[config.mk]
export PLATFORM = sky130hd
export DESIGN_NAME = cphase_rotation_gate
export DESIGN_NICKNAME = d
export VERILOG_FILES = /design/src/rtl/cphase_rotation_gate_pkg.sv /design/src/rtl/cphase_rotation_gate_phase_coef_rom.sv /design/src/rtl/cphase_rotation_gate.sv
export SDC_FILE = /design/constraint.sdc
export NUM_CORES = 1
export LEC_CHECK = 0
export CORE_ASPECT_RATIO = 0.8
export CORE_MARGIN = 2
export CORE_UTILIZATION = 37
export DETAILED_ROUTE_END_ITERATION = 8
export GPL_TIMING_DRIVEN = 0
export PLACE_DENSITY = 0.56
export REMOVE_ABC_BUFFERS = 1
export SYNTH_ARGS = -nofsm -noshare
export SYNTH_HDL_FRONTEND = slang
export SYNTH_SLANG_ARGS = --single-unit
[constraint.sdc]
create_clock -name clk -period 11.3 [get_ports clk]
set_input_delay 2.26 -clock clk [delete_from_list [all_inputs] [get_ports clk]]
set_output_delay 2.26 -clock clk [all_outputs]
set_load 0.02 [all_outputs]
[src/rtl/cphase_rotation_gate_pkg.sv]
// Shared fixed-point and phase-constant definitions for the QFT rotation stages.
// Amplitudes are signed S3.4; phase coefficients (c, s) approximate
// cos/sin(2*pi/2^k) in the same format.
package cphase_rotation_gate_pkg;

  localparam int QFT_TOTAL_WIDTH = 8;
  localparam int QFT_FRAC_WIDTH  = 4;
  localparam int QFT_LATENCY     = 4;

  localparam int SAT_MAX = 127;
  localparam int SAT_MIN = -128;

  typedef logic signed [QFT_TOTAL_WIDTH-1:0] amp_t;

  typedef struct packed {
    amp_t c;
    amp_t s;
  } coef_t;

  // Rotation index; the name records the angle 2*pi/2^k it selects.
  typedef enum logic [2:0] {
    K_IDENT   = 3'd0,
    K_PI      = 3'd1,
    K_HALF_PI = 3'd2,
    K_PI_4    = 3'd3,
    K_PI_8    = 3'd4,
    K_PI_16   = 3'd5,
    K_PI_32   = 3'd6,
    K_PI_64   = 3'd7
  } k_idx_e;

  // k = 0 is the full-turn rotation, i.e. identity.
  localparam coef_t COEF_K0 = '{c:  8'sd16, s: 8'sd0};
  localparam coef_t COEF_K1 = '{c: -8'sd16, s: 8'sd0};
  localparam coef_t COEF_K2 = '{c:  8'sd0,  s: 8'sd16};
  localparam coef_t COEF_K3 = '{c:  8'sd11, s: 8'sd11};
  localparam coef_t COEF_K4 = '{c:  8'sd15, s: 8'sd6};
  localparam coef_t COEF_K5 = '{c:  8'sd16, s: 8'sd3};
  localparam coef_t COEF_K6 = '{c:  8'sd16, s: 8'sd2};
  localparam coef_t COEF_K7 = '{c:  8'sd16, s: 8'sd1};

endpackage

[src/rtl/cphase_rotation_gate_phase_coef_rom.sv]
// Combinational k -> (c, s) phase coefficient lookup.
// Kept as its own module so later multi-qubit rotation stages can reuse it.
module phase_coef_rom
  import cphase_rotation_gate_pkg::*;
(
  input  logic [2:0] k,
  output coef_t      coef
);

  // Pure lookup; every index is defined so no default fallback is reachable.
  always_comb begin
    coef = COEF_K0;
    case (k_idx_e'(k))
      K_IDENT:   coef = COEF_K0;
      K_PI:      coef = COEF_K1;
      K_HALF_PI: coef = COEF_K2;
      K_PI_4:    coef = COEF_K3;
      K_PI_8:    coef = COEF_K4;
      K_PI_16:   coef = COEF_K5;
      K_PI_32:   coef = COEF_K6;
      K_PI_64:   coef = COEF_K7;
      default:   coef = COEF_K0;
    endcase
  end

endmodule

[src/rtl/cphase_rotation_gate.sv]
// Controlled phase rotation R_k for a two-qubit amplitude vector.
// Only |11> is rotated by e^{i*2*pi/2^k}; |00>, |01>, |10> ride along through
// matching registers so the whole vector leaves together four cycles later.
//
// Pipeline:
//   S1  capture inputs, k and valid; (c, s) looked up from the captured k
//   S2  the four partial products
//   S3  re = ar*c - ai*s, im = ar*s + ai*c
//   S4  >>> FRAC_WIDTH (floor), saturate, drive outputs
// Each stage loads only when its valid bit is set, so outputs hold the last
// valid vector while out_valid is low.
module cphase_rotation_gate
  import cphase_rotation_gate_pkg::*;
#(
  parameter int TOTAL_WIDTH = QFT_TOTAL_WIDTH,
  parameter int FRAC_WIDTH  = QFT_FRAC_WIDTH,
  parameter int LATENCY     = QFT_LATENCY
) (
  input  logic                          clk,
  input  logic                          rst_s_n,
  input  logic                          in_valid,
  input  logic [2:0]                    k,
  input  logic signed [TOTAL_WIDTH-1:0] a00_r,
  input  logic signed [TOTAL_WIDTH-1:0] a00_i,
  input  logic signed [TOTAL_WIDTH-1:0] a01_r,
  input  logic signed [TOTAL_WIDTH-1:0] a01_i,
  input  logic signed [TOTAL_WIDTH-1:0] a10_r,
  input  logic signed [TOTAL_WIDTH-1:0] a10_i,
  input  logic signed [TOTAL_WIDTH-1:0] a11_r,
  input  logic signed [TOTAL_WIDTH-1:0] a11_i,
  output logic                          out_valid,
  output logic signed [TOTAL_WIDTH-1:0] n00_r,
  output logic signed [TOTAL_WIDTH-1:0] n00_i,
  output logic signed [TOTAL_WIDTH-1:0] n01_r,
  output logic signed [TOTAL_WIDTH-1:0] n01_i,
  output logic signed [TOTAL_WIDTH-1:0] n10_r,
  output logic signed [TOTAL_WIDTH-1:0] n10_i,
  output logic signed [TOTAL_WIDTH-1:0] n11_r,
  output logic signed [TOTAL_WIDTH-1:0] n11_i
);

  localparam int PROD_W = 2 * TOTAL_WIDTH;
  localparam int SUM_W  = 2 * TOTAL_WIDTH + 1;
  localparam int NPASS  = 6;

  typedef logic signed [TOTAL_WIDTH-1:0] sig_t;
  typedef logic signed [PROD_W-1:0]      prod_t;
  typedef logic signed [SUM_W-1:0]       sum_t;

  localparam sum_t SAT_HI = SUM_W'(SAT_MAX);
  localparam sum_t SAT_LO = SUM_W'(SAT_MIN);

  // Clamp a scaled sum into the amplitude range.
  function automatic sig_t sat(input sum_t v);
    if (v > SAT_HI) begin
      return sig_t'(SAT_MAX);
    end else if (v < SAT_LO) begin
      return sig_t'(SAT_MIN);
    end else begin
      return v[TOTAL_WIDTH-1:0];
    end
  endfunction

  // Valid shift chain; bit i is the valid flag of stage i+1.
  logic [LATENCY-1:0] vld_q, vld_d;

  // Pass-through amplitudes, order: a00_r, a00_i, a01_r, a01_i, a10_r, a10_i.
  sig_t pass_in [NPASS];
  sig_t pass_s1_q [NPASS], pass_s1_d [NPASS];
  sig_t pass_s2_q [NPASS], pass_s2_d [NPASS];
  sig_t pass_s3_q [NPASS], pass_s3_d [NPASS];
  sig_t pass_s4_q [NPASS], pass_s4_d [NPASS];

  // Rotated-path registers.
  sig_t        a11r_s1_q, a11r_s1_d;
  sig_t        a11i_s1_q, a11i_s1_d;
  logic [2:0]  k_s1_q, k_s1_d;
  coef_t       coef_s1;
  prod_t       p_rc_q, p_rc_d;
  prod_t       p_is_q, p_is_d;
  prod_t       p_rs_q, p_rs_d;
  prod_t       p_ic_q, p_ic_d;
  sum_t        re_q, re_d;
  sum_t        im_q, im_d;
  sum_t        re_sh, im_sh;
  sig_t        n11r_q, n11r_d;
  sig_t        n11i_q, n11i_d;

  phase_coef_rom u_coef_rom (
    .k    (k_s1_q),
    .coef (coef_s1)
  );

  // Valid chain always shifts; a vector is accepted whenever in_valid is high.
  always_comb begin
    vld_d = {vld_q[LATENCY-2:0], in_valid};
  end

  // S1: capture the incoming vector and its k.
  always_comb begin
    pass_in   = '{a00_r, a00_i, a01_r, a01_i, a10_r, a10_i};
    pass_s1_d = pass_s1_q;
    a11r_s1_d = a11r_s1_q;
    a11i_s1_d = a11i_s1_q;
    k_s1_d    = k_s1_q;
    if (in_valid) begin
      pass_s1_d = pass_in;
      a11r_s1_d = a11_r;
      a11i_s1_d = a11_i;
      k_s1_d    = k;
    end
  end

  // S2: partial products of |11> with the looked-up coefficients.
  always_comb begin
    pass_s2_d = pass_s2_q;
    p_rc_d    = p_rc_q;
    p_is_d    = p_is_q;
    p_rs_d    = p_rs_q;
    p_ic_d    = p_ic_q;
    if (vld_q[0]) begin
      pass_s2_d = pass_s1_q;
      p_rc_d    = PROD_W'(a11r_s1_q) * PROD_W'(coef_s1.c);
      p_is_d    = PROD_W'(a11i_s1_q) * PROD_W'(coef_s1.s);
      p_rs_d    = PROD_W'(a11r_s1_q) * PROD_W'(coef_s1.s);
      p_ic_d    = PROD_W'(a11i_s1_q) * PROD_W'(coef_s1.c);
    end
  end

  // S3: complex multiply combine, one guard bit so the sum cannot wrap.
  always_comb begin
    pass_s3_d = pass_s3_q;
    re_d      = re_q;
    im_d      = im_q;
    if (vld_q[1]) begin
      pass_s3_d = pass_s2_q;
      re_d      = SUM_W'(p_rc_q) - SUM_W'(p_is_q);
      im_d      = SUM_W'(p_rs_q) + SUM_W'(p_ic_q);
    end
  end

  // S4: arithmetic shift floors toward -inf, then clamp to the word range.
  always_comb begin
    re_sh     = re_q >>> FRAC_WIDTH;
    im_sh     = im_q >>> FRAC_WIDTH;
    pass_s4_d = pass_s4_q;
    n11r_d    = n11r_q;
    n11i_d    = n11i_q;
    if (vld_q[2]) begin
      pass_s4_d = pass_s3_q;
      n11r_d    = sat(re_sh);
      n11i_d    = sat(im_sh);
    end
  end

  // All state clears on reset, so in-flight vectors are discarded.
  always_ff @(posedge clk or negedge rst_s_n) begin
    if (!rst_s_n) begin
      vld_q     <= '0;
      a11r_s1_q <= '0;
      a11i_s1_q <= '0;
      k_s1_q    <= '0;
      p_rc_q    <= '0;
      p_is_q    <= '0;
      p_rs_q    <= '0;
      p_ic_q    <= '0;
      re_q      <= '0;
      im_q      <= '0;
      n11r_q    <= '0;
      n11i_q    <= '0;
      for (int i = 0; i < NPASS; i++) begin
        pass_s1_q[i] <= '0;
        pass_s2_q[i] <= '0;
        pass_s3_q[i] <= '0;
        pass_s4_q[i] <= '0;
      end
    end else begin
      vld_q     <= vld_d;
      a11r_s1_q <= a11r_s1_d;
      a11i_s1_q <= a11i_s1_d;
      k_s1_q    <= k_s1_d;
      p_rc_q    <= p_rc_d;
      p_is_q    <= p_is_d;
      p_rs_q    <= p_rs_d;
      p_ic_q    <= p_ic_d;
      re_q      <= re_d;
      im_q      <= im_d;
      n11r_q    <= n11r_d;
      n11i_q    <= n11i_d;
      for (int i = 0; i < NPASS; i++) begin
        pass_s1_q[i] <= pass_s1_d[i];
        pass_s2_q[i] <= pass_s2_d[i];
        pass_s3_q[i] <= pass_s3_d[i];
        pass_s4_q[i] <= pass_s4_d[i];
      end
    end
  end

  assign out_valid = vld_q[LATENCY-1];
  assign n00_r     = pass_s4_q[0];
  assign n00_i     = pass_s4_q[1];
  assign n01_r     = pass_s4_q[2];
  assign n01_i     = pass_s4_q[3];
  assign n10_r     = pass_s4_q[4];
  assign n10_i     = pass_s4_q[5];
  assign n11_r     = n11r_q;
  assign n11_i     = n11i_q;

endmodule

* Word-level counts from Yosys, hierarchy flattened
Memory sizes are Yosys's and may differ from the RTL's.
Index checks and enable logic that the tools add are counted.
** Word-level totals
- Register bits after elaboration :: 329
- Bits in read-only memories :: 104
- Output and inout port bits :: 65
- Logic and storage cells :: 51
- Memories kept :: 1
** Memories
- (no name shown) :: depth 8, width 13, read ports 1, clocked after Yosys merged registers in 0, wr ports 0, line cphase_rotation_gate_phase_coef_rom.sv:13 : case (k_idx_e'(k))
** Operators by class
- Add/sub/neg operators :: 2
- Multiply operators :: 4
- $lt $le $gt $ge :: 4
- Multiplexer cells :: 4
** Operator list (number)
- $mul 8x8->16 :: 4
- $mux 8 :: 4
- $gt 13x8->1 const B :: 2
- $lt 13x8->1 const B :: 2
- $add 16x16->17 :: 1
- $sub 16x16->17 :: 1

* Logic depth before layout (Yosys ltp)
- Depth in word-level cells :: 3
- Depth in mapped cells :: 23
- Mapped depth without buffers :: 21

* Cells and area by module
From an unflattened synthesis, not the netlist that was laid out.
** Second synthesis, totals
- Cell total of the unflattened synthesis :: 2099
- Area total of the unflattened synthesis :: 23162.2 um^2
** Modules (own cells, without submodules)
- cphase_rotation_gate :: instances 1, cells each 2079, area each 23013.3 um^2, seq. area each 8032.7 um^2
- phase_coef_rom :: instances 1, cells each 20, area each 148.9 um^2, seq. area each 0.0 um^2

* Worst setup path after synthesis
Ideal clock, no wire load.
- Path type :: register -> register
- Start :: register k_s1_q[2]
- End :: register p_rc_q[14]
- Setup time :: 120 ps
- Arrival :: 5391 ps
- Slack :: 5789 ps
- Cell stages (with the launch flop) :: 19
- Buffers on the path :: 1
- Cell sequence :: dfrtp_1 inv_2 nor3_1 clkbuf_1 nand2_1 nand2_1 inv_1 fa_1 fa_1 inv_1 fa_1 inv_1 fa_1 inv_1 ha_1 or3_1 o211a_1 or3_1 a31o_1
** Between the ends
- Word-level cells in the longest chain between the ends :: 2
** Ends and longest elaborated chain
- start, declared :: line cphase_rotation_gate.sv:77 : logic [2:0] k_s1_q, k_s1_d;
- start signal, assigned :: line cphase_rotation_gate.sv:181 : k_s1_q <= k_s1_d;
- $mem_v2 8x13
- $mul 8x8->16 :: line cphase_rotation_gate.sv:123 : p_rc_d = PROD_W'(a11r_s1_q) * PROD_W'(coef_s1.c);
- end signal, assigned :: line cphase_rotation_gate.sv:182 : p_rc_q <= p_rc_d;
- end, declared :: line cphase_rotation_gate.sv:79 : prod_t p_rc_q, p_rc_d;
Every way passes these cells.
A chain may end at the register's enable or synchronous reset.

* Worst setup path in the final report
- Start :: register k_s1_q[0]
- End :: register p_ic_q[15]
** Between the ends
- Word-level cells in the longest chain between the ends :: 2
** Ends and longest elaborated chain
- $mem_v2 8x13
- $mul 8x8->16 :: line cphase_rotation_gate.sv:126 : p_ic_d = PROD_W'(a11i_s1_q) * PROD_W'(coef_s1.c);
- end signal, assigned :: line cphase_rotation_gate.sv:185 : p_ic_q <= p_ic_d;
- end, declared :: line cphase_rotation_gate.sv:82 : prod_t p_ic_q, p_ic_d;
Every way passes these cells.

==> impl_metrics.csv <==
group,metric,value,unit
global_route,grt_max_degree,126,
flow_run,max_cap_viol_count,0,
global_route,first_global_vias,13624,
timing,slew_headroom,17.9,%
placed_design,dpl_worst_slack,4.77,ns
setup_path,crit_type,"flip-flop to flip-flop",
finish,antenna_cells,0,
cts,insertion_delay,0.54,ns
timing,skew,0.0216,ns
cts,cts_max_level,2,
floorplan,die_area,58100,um2
setup_path,start_kind,"flip-flop",
placed_design,routabilityCongestion,0.789,
setup_path,worstPathMaxFanout,20,
finish,nNetsFinal,2343,
timing,setup_viol,0,
yosys,yosysTopAreaCell,"dfrtp_1",
placed_design,place_hpwl,31.0,mm
power_and_ir_drop,clock_power_share,23.7,%
cts,postCtsResizedCells,0,
global_route,grt_antenna_before_repair,0,
placed_design,port_buffers,134,
yosys,yosysMostFrequentCell,"inv_1",
power_and_ir_drop,peakVddDrop,0.140,mV
cts,cts_tree,"done",
global_route,grt_overflow,0,
worst_hold_path,whs_endpoint,"p_is_q[13]",
finish,syn2layout_area_growth,16.9,%
yosys,yosysWarningCount,0,
timing,grt_setup_unrepaired,"false",
drt,routed_wl,41.7,mm
setup_path,r2r_cells,18,
floorplan,coreArea,55400,um2
power_and_ir_drop,seq_power_share,32.3,%
floorplan,pin_count,135,
finish,regArea,8040,um2
cts,cts.root.buffer_cell,"clkbuf_16",
power_and_ir_drop,leakage,11.5,nW
placed_design,dp_cells,2678,
drt,firstDrtPassIters,4,
setup_path,worstPathArrival,6.96,ns
finish,fillers,5246,
finish,fin_util,43.8,%
setup_path,worst_path_largest_cell_delay,0.92,ns
status,outcome,"finished, final reports clean",
cts,cts_hold_buf,0,
cts,path_clk_slew,0.06,ns
yosys,synth-seq-cells,321,
timing,finalCritPeriodShare,58.4,%
timing,drv_slew,0,
drt,antenna_left,0,
yosys,synth_flop_cell,"dfrtp_1",
timing,fin_crit,6.59,ns
yosys,synth.avg_cell_area,11.3,um2
power_and_ir_drop,p_switching,0.00185,W
power_and_ir_drop,share_comb_of_total_power,44.0,%
floorplan,start_util,37.5,%
yosys,synthCells,1844,
yosys,ys_seq_area_share,38.7,%
drt,avgRoutedWirePerCell,15.2,um
drt,drc,0,
power_and_ir_drop,switching_share,36.3,%
setup_path,rr_startpoint,"k_s1_q[0]",
power_and_ir_drop,p_total,0.00511,W
floorplan,placementRows,77,
setup_path,critPathCaptureType,"flip-flop",
yosys,synth_edf_count,0,
finish,multi_input_area,11300,um2
yosys,mappedNetlistArea,20800,um2
worst_hold_path,holdPathStages,2,
worst_hold_path,hp-class,"flip-flop to flip-flop",
cts,cts_sinks,321,
setup_path,slowest_stage,"nor2_1",
setup_path,cpMostUsedCell,"fa_1",
setup_path,critical_path_required,11.67,ns
setup_path,reg2reg_to,"p_ic_q[15]",
power_and_ir_drop,internal_power,0.00325,W
drt,viasPerCell,4.68,
yosys,synth_area_leaders,"dfrtp_1 (39%), fa_1 (15%), mux2_2 (9.7%)",
floorplan,die_h,216,um
setup_path,r2r_setup_slack,4.71,ns
timing,hold_viol,0,
yosys,yosys.area.top_type_share,38.7,%
worst_hold_path,worstHoldStart,"p_is_q[13]",
timing,timing.fmax,152,MHz
finish,drive_above_1_share,13.3,%
drt,drt_iter0_markers,559,
timing,setup_ws,4.71,ns
yosys,async_flop_share,100,%
timing,worst_pin_slew,1.23,ns
floorplan,die_x,269,um
global_route,grt_usage,15.1,%
cts,cts-buffers-inserted,36,
finish,final_cells,2741,
yosys,synth_commonest_cells,"inv_1 (325), dfrtp_1 (321), mux2_2 (179)",
global_route,grt_pass1_wl,71.4,mm
yosys,ys_types,56,
power_and_ir_drop,powerDensity,210,nW/um2
cts,cts_setup_buffers,0,
setup_path,path_cells,"nand2_1 -> nor2_1 -> nand2_1 -> nand2_1 -> fa_1 -> fa_1 -> fa_1 -> inv_1 -> fa_1 -> inv_1 -> ha_1 -> and4_1 -> a211oi_1 -> o21ai_1 -> a211o_1 -> a21oi_1 -> xnor2_1 -> a21oi_1",
drt,num_vias,12818,
cts,cts_max_path_buffers,3,
## sequential cells by signal (all words and copies together), names as in the netlist, 13 cells and up
register and cells:
p_is_q 16, pass_s3_q 48, pass_s2_q 48, pass_s1_q 48
p_ic_q 16, im_q 13, p_rc_q 16, p_rs_q 16
re_q 13
## placed cells by master (no fill, tap or decap), drive strengths merged, types with 10 or more instances in the layout
cell type and instances:
mux2 259, o21a 15, clkbuf 49, ha 155, nor3 15, fa 152
o21ai 62, inv 335, and3 19, clkdlybuf4s50 132, dfrtp 321, a21oi 38
o31ai 14, buf 10, nand3 16, nor2b 12, o211ai 19, a211oi 13
nand2b 11, and2 61, a21o 17, nand2 89, nor2 47, xnor2 46
## how the worst max path moves through the flow
stage                          from            end  slack (ns)  cells after the start
after floorplan           k_s1_q[0]     p_rc_q[14]        5.45                     16
after global placement      rst_s_n  pass_s1_q[16]       -6.08                      1
after detailed placement  k_s1_q[0]     p_rc_q[15]        4.77                     18
after CTS                 k_s1_q[0]     p_ic_q[15]        4.74                     18
after global routing      k_s1_q[0]     p_ic_q[15]        4.27                     18
final                     k_s1_q[0]     p_ic_q[15]        4.71                     18
## area by class of cell
cell class                      count  area share, %
Clock buffer                       49           4.37
Inverter                          331           5.11
Timing Repair Buffer              142           6.30
Tap cell                          750           3.86
Multi-Input combinational cell   1134           46.5
Sequential cell                   321           33.1
Clock inverter                     14          0.695
## per-layer routing
| layer | up-vias | track usage, % | share of wire [%] |
|---|---|---|---|
| met4 | 0 | 3.22 | 1.5 |
| met1 | 6324 | 21.9 | 50 |
| met5 | - | 0 | 0 |
| met2 | 146 | 23.7 | 45 |
| li1 | 6305 | - | - |
| met3 | 43 | 2.56 | 3.3 |
## power groups by stage
stage / clock network (W) / logic, W / registers, W
3_5_place_dp: 0 / 0.00225 / 0.00168
6_report: 0.00121 / 0.00225 / 0.00165
4_1_cts: 0.00126 / 0.00228 / 0.00166
3_3_place_gp: 0 / 0.00220 / 0.00168
2_1_floorplan: 0 / 0.00158 / 0.00170
5_1_grt: 0.00131 / 0.00256 / 0.00169
## kinds of logic (layout without fill, tap and decap cells)
logic type,after synthesis,in the layout,share of synthesized area [%]
and+or+nand+nor,304,304,7.44
adders and majority gates,307,307,24.0
xor gates and xnor gates,55,55,2.32
muxes,260,260,14.1
AOI/OAI and AO/OA,208,208,6.50
buffers and inverters,389,536,7.03
DFF,321,321,38.7
## through the flow
step	instance area, um2	TNS, ns	hold WS [ns]
CTS	24300	0	0.482
detailed placement	23100	0	0.471
floorplan	20600	0	0.449
finish	24300	0	0.478
global placement	22800	-1932.82	0.463
global route	24300	0	0.499
## worst max-delay path: cells and delay by family (launching register included)
| family | cells | cell delay (ns) |
|---|---|---|
| AO/OA/AOI/OAI | 5 | 0.91 |
| XOR/XNOR | 1 | 0.19 |
| adder cells (fa/ha/maj) | 5 | 2.45 |
| buffers and inverters | 2 | 0.12 |
| flip-flops | 1 | 0.73 |
| AND/OR/NAND/NOR | 5 | 2.03 |
No activity file was read; power rests on OpenSTA's default activity.
